**src/rtl/block_plotter.sv**
```systemverilog
`default_nettype none
// ============================================================================
// block_plotter : rasterises one BLK_W x BLK_H filled block with screen clipping
// Rev 1.0
// ============================================================================
module block_plotter #(
  parameter int BLK_W    = 4,
  parameter int BLK_H    = 4,
  parameter int X_W      = 8,
  parameter int Y_W      = 7,
  parameter int COL_W    = 3,
  parameter int SCREEN_W = 160,
  parameter int SCREEN_H = 120
) (
  input  logic             clk,
  input  logic             resetn,
  input  logic             start,
  input  logic [X_W-1:0]   x,
  input  logic [Y_W-1:0]   y,
  input  logic [COL_W-1:0] colour,
  input  logic             erase,
  output logic [X_W-1:0]   x_out,
  output logic [Y_W-1:0]   y_out,
  output logic [COL_W-1:0] colour_out,
  output logic             plot,
  output logic             busy,
  output logic             done,
  output logic [X_W-1:0]   blk_x_start,
  output logic [X_W-1:0]   blk_x_end
);

  localparam int CNT_W = 4;

  localparam logic [1:0] c_IDLE = 2'd0;
  localparam logic [1:0] c_DRAW = 2'd1;
  localparam logic [1:0] c_DONE = 2'd2;

  localparam logic [CNT_W-1:0] c_CX_LAST = CNT_W'(BLK_W - 1);
  localparam logic [CNT_W-1:0] c_CY_LAST = CNT_W'(BLK_H - 1);
  localparam logic [X_W:0]     c_SCR_W   = (X_W + 1)'(SCREEN_W);
  localparam logic [X_W:0]     c_X_MAX   = (X_W + 1)'(SCREEN_W - 1);
  localparam logic [Y_W:0]     c_SCR_H   = (Y_W + 1)'(SCREEN_H);
  localparam logic [X_W:0]     c_BW_M1   = (X_W + 1)'(BLK_W - 1);

  logic [1:0]       r_state;
  logic [CNT_W-1:0] r_cx;
  logic [CNT_W-1:0] r_cy;
  logic [X_W-1:0]   r_x;
  logic [Y_W-1:0]   r_y;
  logic [COL_W-1:0] r_col;
  logic             r_erase;
  logic [X_W-1:0]   r_bxs;
  logic [X_W-1:0]   r_bxe;

  logic [X_W:0]     w_x_sum;
  logic [Y_W:0]     w_y_sum;
  logic [X_W:0]     w_x_last;
  logic [X_W:0]     w_x_last_clip;
  logic             w_accept;

  // Sums are one bit wider so clipping sees coordinates past the screen edge.
  assign w_x_sum       = {1'b0, r_x} + (X_W + 1)'(r_cx);
  assign w_y_sum       = {1'b0, r_y} + (Y_W + 1)'(r_cy);
  assign w_x_last      = {1'b0, r_x} + c_BW_M1;
  assign w_x_last_clip = (w_x_last > c_X_MAX) ? c_X_MAX : w_x_last;
  assign w_accept      = start && (r_state != c_DRAW);

  always_ff @(posedge clk or negedge resetn) begin
    if (!resetn) begin
      r_state <= c_IDLE;
      r_cx    <= '0;
      r_cy    <= '0;
      r_x     <= '0;
      r_y     <= '0;
      r_col   <= '0;
      r_erase <= 1'b0;
      r_bxs   <= '0;
      r_bxe   <= '0;
    end else begin
      case (r_state)
        c_DRAW: begin
          if (r_cx == c_CX_LAST) begin
            r_cx <= '0;
            if (r_cy == c_CY_LAST) begin
              r_cy    <= '0;
              r_state <= c_DONE;
              r_bxs   <= r_x;
              r_bxe   <= w_x_last_clip[X_W-1:0];
            end else begin
              r_cy <= r_cy + 1'b1;
            end
          end else begin
            r_cx <= r_cx + 1'b1;
          end
        end
        default: begin
          // IDLE and DONE both accept a new request; DONE otherwise falls back to IDLE.
          if (w_accept) begin
            r_x     <= x;
            r_y     <= y;
            r_col   <= colour;
            r_erase <= erase;
            r_cx    <= '0;
            r_cy    <= '0;
            r_state <= c_DRAW;
          end else begin
            r_state <= c_IDLE;
          end
        end
      endcase
    end
  end

  assign x_out       = w_x_sum[X_W-1:0];
  assign y_out       = w_y_sum[Y_W-1:0];
  assign colour_out  = r_erase ? '0 : r_col;
  assign plot        = (r_state == c_DRAW) && (w_x_sum < c_SCR_W) && (w_y_sum < c_SCR_H);
  assign busy        = (r_state == c_DRAW) || (r_state == c_DONE);
  assign done        = (r_state == c_DONE);
  assign blk_x_start = r_bxs;
  assign blk_x_end   = r_bxe;

endmodule
`default_nettype wire

```
**config.mk**
```make
export PLATFORM = sky130hd
export DESIGN_NAME = block_plotter
export DESIGN_NICKNAME = d
export VERILOG_FILES = /design/src/rtl/block_plotter.sv
export SDC_FILE = /design/constraint.sdc
export NUM_CORES = 1
export LEC_CHECK = 0
export ABC_AREA = 1
export CAP_MARGIN = 20
export CORE_MARGIN = 2
export CORE_UTILIZATION = 50
export CTS_CLUSTER_SIZE = 10
export DETAILED_ROUTE_END_ITERATION = 12
export PLACE_DENSITY = 0.8
export SETUP_SLACK_MARGIN = 0.05
export SYNTH_ARGS = -nofsm -noshare
export SYNTH_HDL_FRONTEND = slang
export SYNTH_SLANG_ARGS = --single-unit
```
**constraint.sdc**
```tcl
create_clock -name clk -period 4.1 [get_ports clk]
set_input_delay 0.615 -clock clk [delete_from_list [all_inputs] [get_ports clk]]
set_output_delay 0.615 -clock clk [all_outputs]
set_load 0.05 [all_outputs]
```
==> run_results.csv, run 1 <==
group,metric,value,unit
worst_setup_path,startpoint,"r_cx[0]$_DFFE_PN0P_",
worst_setup_path,r2r_start,"r_state[1]$_DFFE_PN0P_",
worst_setup_path,cp_data_required_time,3.48,ns
logic_synthesis,synth_seq_area_share,43.7,%
routing,drt_iter0_markers,144,
cells_and_area,nNetsFinal,414,
placed_design,dp_hpwl,4.40,mm
logic_synthesis,syn_nets,354,
logic_synthesis,syn-mean-instance-area,8.15,sq um
worst_setup_path,end_kind,"primary output",
clocking,cts_root_buf,"clkbuf_8",
logic_synthesis,async_reset_ff_share,100,%
global_routing,grt_start_max_net_pins,46,
placed_design,pre_cts_ws,0.927,ns
routing,finalWirelength,5.78,mm
floorplanning,ios,59,
global_routing,grt_use_total,21.9,%
cells_and_area,fillers,473,
global_routing,grt_pass1_vias,2181,
worst_setup_path,crit_chain,"ha_1 -> fa_1 -> nand3_1 -> nand2_1 -> nand2_1 -> nand2_1 -> nand2_1 -> nand2_1 -> nand2_1 -> inv_1 -> nor2_1 -> clkdlybuf4s50_1",
clocking,clkTransAtPathRegs,0.09,ns
clocking,insertion_delay,0.30,ns
sta,hold_viol,0,
sta,finalCriticalPeriod,3.54,ns
sta,setup_tns,0,ns
clocking,cts_buffer_depth,2,
logic_synthesis,synth_top_area_share,43.7,%
logic_synthesis,ys_ff_latch,45,
cells_and_area,multiInputGateArea,1250,sq um
routing,wl_per_cell,12.9,um
sta,hold_ws,0.472,ns
logic_synthesis,synth_simple_gate_area_share,25.9,%
routing,postRouteAntennaNets,0,
placed_design,io_buffers,58,
placed_design,placed_cells,439,
pwr,p_per_area,864,nW/um^2
global_routing,antenna_found_initial,0,
logic_synthesis,synth_area_leaders,"dfrtp_1, nand2_1, ha_1",
cells_and_area,area_delta_synth_final,29.0,%
clocking,postCtsSetupBuffers,0,
routing,dr_total_vias,2312,
sta,final-max-slew-violation-count,0,
clocking,htreeDepth,2,
logic_synthesis,synth_flop_cell,"dfrtp_1",
sta,slew_headroom,33.5,%
routing,avgViaCountPerCell,5.17,
worst_setup_path,rr_endpoint,"r_erase$_DFFE_PN0P_",
placed_design,gp_congestion,0.901,
cells_and_area,drive_gt1_share,6.90,%
worst_setup_path,worst_path_max_delay_cell,"clkdlybuf4s50_1",
cells_and_area,fin_cells,447,
floorplanning,fp-row-count,26,
worst_setup_path,critical_path_class,"flop to primary output",
routing,first_pass_iters,4,
clocking,cts.hold.buffers_added,0,
job,cap_viol_max_count,0,
logic_synthesis,synth.distinct_cells,30,
routing,drc,0,
clocking,cts_buffers,5,
logic_synthesis,synth-xor-area-share,2.38,%
logic_synthesis,synth_edf_count,0,
sta,fmax,283,MHz
global_routing,grt_pass1_wl,9.51,mm
logic_synthesis,synth_top_family_by_area,"simple AND/OR/NAND/NOR gates",
worst_setup_path,crit_end,"plot",
clocking,cts_resized,0,
logic_synthesis,syn_inst,316,
pwr,peakVddDrop,0.000559,V
logic_synthesis,yosys_warnings,0,
logic_synthesis,synth_compound_area_share,9.38,%
sta,finClkSkew,0.00560,ns
worst_setup_path,critical_path.max_fanout,5,
floorplanning,coreArea,5040,sq um
floorplanning,die_h,75.8,um
global_routing,grt-ovfl-total,0,
worst_setup_path,rr_worst_depth,5,
status,status,"complete, no violations",
sta,finalCritPeriodShare,86.2,%
sta,grt_setup_unrepaired,"false",
floorplanning,die_area,5740,sq um
worst_setup_path,cpMostUsedCell,"nand2_1",
floorplanning,dieWidth,75.8,um
logic_synthesis,synthMuxAreaShare,2.62,%
logic_synthesis,synth_top_area_cell,"dfrtp_1",
worst_setup_path,ff2ff_setup_slack,2.10,ns
floorplanning,initial_core_util,51.1,%
logic_synthesis,syn_area,2570,sq um
clocking,numClockSinks,45,
sta,worst_slew_pin_slew,0.997,ns
pwr,leakage,1.64,nW
sta,worst_slack,0.565,ns
clocking,cts_tree,"yes",
worst_setup_path,crit_arrival,2.92,ns
logic_synthesis,yosys.area_share.adder,8.36,%
pwr,finalPower,2.87,mW
worst_setup_path,max_stage_delay,0.83,ns
hold_path,holdCritPathClass,"input port to asynchronous set/reset pin",
worst_setup_path,start_kind,"flop",
cells_and_area,antenna_cells,0,
sta,finalSetupViolations,0,
cells_and_area,seq_area,1130,sq um
## worst min-delay path by stage
stage	start	end	slack (ns)	depth (start not counted)
finish	resetn	blk_x_start[7]$_DFFE_PN0P_	0.47	1
global route	blk_x_end[7]$_DFFE_PN0P_	blk_x_end[7]$_DFFE_PN0P_	0.52	1
CTS	blk_x_end[5]$_DFFE_PN0P_	blk_x_end[5]$_DFFE_PN0P_	0.49	2
detailed placement	blk_x_end[5]$_DFFE_PN0P_	blk_x_end[5]$_DFFE_PN0P_	0.47	2
global placement	blk_x_start[5]$_DFFE_PN0P_	blk_x_start[5]$_DFFE_PN0P_	0.46	2
floorplan	resetn	blk_x_end[0]$_DFFE_PN0P_	0.32	0
## registers in the layout, summed over array words and instances (netlist names), 2 cells and up
| register | cells |
|---|---|
| r_cy | 4 |
| blk_x_end | 8 |
| r_x | 8 |
| r_cx | 4 |
| r_y | 7 |
| blk_x_start | 8 |
| r_state | 2 |
| r_col | 3 |
## worst max-delay path, delay by kind of cell, from the launching register on
family	cells	cell delay, ns
and+or+nand+nor	8	0.67
DFF	1	0.43
adders and majority gates	2	0.67
buffers and inverters	2	0.87
## layout by cell type, fill, tap and decap left out, drive strengths merged, types with 2 or more instances in the layout
cell           synthesis  routed
clkdlybuf4s50          0      57
fa                     2       2
mux2                   6       6
xor2                   6       6
clkbuf                 0       5
ha                    14      14
a21oi                 24      24
dfrtp                 45      45
o21ai                 11      11
nor3                   2       2
o22ai                  3       3
nor2                  35      35
nand4                  7       7
nand2                 78      78
nand3                 24      24
nand3b                 3       3
inv                   44      44
## synth_stat cells (2+ instances only)
cell type,count
fa_1,2
nand4_1,7
nand3b_1,2
ha_1,14
nor3_1,2
buf_4,3
buf_2,2
mux2_2,6
a21oi_1,24
nand2_2,4
nand3_1,23
o22ai_1,3
nor2_4,2
nor2_1,32
inv_2,2
o21ai_0,11
nand2_1,74
inv_1,42
dfrtp_1,45
xor2_1,6
## layer usage
layer  up-vias  track usage (%)  part of all wire (%)
li1       1149                -                     -
met1      1070             26.2                    41
met2        85             38.8                    51
met3         8             4.50                   7.2
met4         0             8.19                   1.2
met5         -                0                     0
## cells by family after synthesis
family	after synthesis
AO/OA/AOI/OAI	44
XOR/XNOR	7
adder cells (fa/ha/maj)	16
buffers and inverters	49
flip-flops	45
multiplexers	6
AND/OR/NAND/NOR	149
## stage by stage
stage,util (%),cell area (sq um)
finish,65.9,3320
global route,65.9,3320
global placement,63.6,3210
CTS,65.9,3320
floorplan,-,2570
detailed placement,63.6,3210
## power breakdown
group	switching [mW]	internal [mW]
Combinational	1.22	0.599
Sequential	0.142	0.565
Clock	0.158	0.182
Total	1.52	1.35
## cell type report
cell class	count	share of cell area, %
multi-input combinational	222	37.7
sequential	45	33.9
timing repair buffer	58	17.3
inverter	44	4.97
tap	70	2.64
clock buffer	5	2.07
clock inverter	3	1.39
Note: power is estimated with default switching activity, not from simulation.
==> inputs of run 2 (changes only) <==
CELL_PAD_IN_SITES_DETAIL_PLACEMENT = 0   (was not set)
CELL_PAD_IN_SITES_GLOBAL_PLACEMENT = 1   (was not set)
CORE_UTILIZATION = 40   (was 50)
PLACE_DENSITY = not set   (was 0.8)
PLACE_DENSITY_LB_ADDON = 0.1   (was not set)
==> run_results.csv, run 2 (same netlist as run 1, synthesis figures left out) <==
group,metric,value,unit
cells_and_area,final_cell_mix,"nand2_1, clkdlybuf4s50_1, dfrtp_1",
clocking,cts_root_buf,"clkbuf_8",
worst_setup_path,worst_path_max_delay_cell,"clkdlybuf4s50_1",
clocking,postCtsSetupBuffers,0,
worst_setup_path,critical_path.max_fanout,4,
cells_and_area,drive_gt1_share,7.14,%
placed_design,io_buffers,58,
status,status,"complete, no violations",
clocking,htreeDepth,2,
sta,worst_slew_pin_slew,0.714,ns
placed_design,pre_cts_ws,0.855,ns
worst_setup_path,max_stage_delay,0.83,ns
cells_and_area,postLayoutCellArea,3330,sq um
clocking,cts_resized,0,
worst_setup_path,rr_worst_depth,5,
routing,postRouteAntennaNets,0,
worst_setup_path,rr_endpoint,"r_y[3]$_DFFE_PN0P_",
sta,slew_headroom,52.2,%
pwr,finalPower,2.80,mW
placed_design,placed_cells,446,
clocking,clkTransAtPathRegs,0.09,ns
floorplanning,ios,59,
placed_design,dp_hpwl,4.30,mm
global_routing,antenna_found_initial,0,
global_routing,grt_use_total,17.3,%
floorplanning,initial_core_util,41.0,%
worst_setup_path,r2r_start,"r_state[1]$_DFFE_PN0P_",
worst_setup_path,cp_data_required_time,3.48,ns
cells_and_area,fin_cells,455,
hold_path,holdCritPathClass,"input port to asynchronous set/reset pin",
floorplanning,coreArea,6280,sq um
worst_setup_path,crit_chain,"ha_1 -> fa_1 -> nand3_1 -> nand2_1 -> a21oi_1 -> nand2_1 -> o21bai_1 -> nor2_1 -> clkdlybuf4s50_1",
pwr,p_per_area,842,nW/um^2
job,cap_viol_max_count,0,
cells_and_area,nNetsFinal,415,
sta,finalCritPeriodShare,88.2,%
worst_setup_path,end_kind,"primary output",
clocking,cts_buffers,5,
sta,hold_viol,0,
cells_and_area,fillers,614,
sta,hold_ws,0.289,ns
sta,worst_slack,0.483,ns
floorplanning,die_area,7100,sq um
clocking,insertion_delay,0.30,ns
routing,finalWirelength,5.84,mm
clocking,cts_buffer_depth,2,
sta,finClkSkew,0.00653,ns
worst_setup_path,critical_path_class,"flop to primary output",
sta,final-max-slew-violation-count,0,
routing,first_pass_iters,4,
routing,dr_total_vias,2196,
worst_setup_path,crit_buf_inv,1,
worst_setup_path,cp_top_family,"buffers and inverters",
routing,wl_per_cell,12.8,um
clocking,cts.hold.buffers_added,0,
clocking,cts_tree,"yes",
worst_setup_path,cpMostUsedCell,"nand2_1",
floorplanning,dieWidth,84.2,um
global_routing,grt_pass1_wl,9.87,mm
global_routing,grt_start_max_net_pins,46,
pwr,peakVddDrop,0.000770,V
global_routing,grt-ovfl-total,0,
worst_setup_path,start_kind,"flop",
floorplanning,die_h,84.2,um
cells_and_area,antenna_cells,0,
sta,grt_setup_unrepaired,"false",
routing,avgViaCountPerCell,4.83,
sta,setup_tns,0,ns
clocking,numClockSinks,45,
worst_setup_path,crit_arrival,3.00,ns
cells_and_area,post-route-util,53.1,%
sta,finalSetupViolations,0,
worst_setup_path,ff2ff_setup_slack,2.00,ns
cells_and_area,area_delta_synth_final,29.4,%
cells_and_area,final_common_cell,"nand2_1",
sta,finalCriticalPeriod,3.62,ns
routing,drt_iter0_markers,127,
routing,drc,0,
sta,fmax,277,MHz
placed_design,gp_congestion,0.873,
pwr,leakage,1.64,nW
global_routing,grt_pass1_vias,2153,
floorplanning,fp-row-count,29,
placed_design,place_area,3210,sq um
-- run 2: changes by cell type in the layout (fill, tap and decap cells not counted), sizes merged --
cell,change
buf,+1
bufinv,-1
clkinv,+2
clkinvlp,-1
-- run 2: metal layers --
metal	up-vias	GRT usage [%]	share of wire [%]
met1	993	23.5	49
met5	-	0	0
met3	7	4.03	4.2
met2	48	28.1	46
met4	0	4.40	1.1
li1	1148	-	-
-- run 2: area by class of cell --
class	instances	area [sq um]	area share, %
Tap cell	77	96.3	2.89
Timing Repair Buffer	59	603	18.1
Clock inverter	3	22.5	0.676
Multi-Input combinational cell	222	1250	37.5
Sequential cell	45	1130	33.8
Clock buffer	5	68.8	2.06
Inverter	44	165	4.95
-- run 2: power by group --
part | switching (mW) | internal [mW] | total (mW)
Clock | 0.162 | 0.121 | 0.283
Sequential | 0.140 | 0.565 | 0.705
Combinational | 1.22 | 0.601 | 1.82
Total | 1.52 | 1.29 | 2.80
-- run 2: worst register-to-register path: stages (launching register included) --
cell and delay, ns:
dfrtp_1 0.41, inv_1 0.07, ha_1 0.31, inv_1 0.21
nand2_2 0.57, mux2_2 0.43
-- run 2: worst max path at each step --
| stage | from | end | cells after the start |
|---|---|---|---|
| finish | r_x[0]$_DFFE_PN0P_ | plot | 9 |
| global placement | r_x[0]$_DFFE_PN0P_ | plot | 9 |
| CTS | r_x[0]$_DFFE_PN0P_ | plot | 9 |
| floorplan | r_cy[0]$_DFFE_PN0P_ | plot | 9 |
| detailed placement | r_x[0]$_DFFE_PN0P_ | plot | 9 |
| global route | r_x[0]$_DFFE_PN0P_ | plot | 12 |
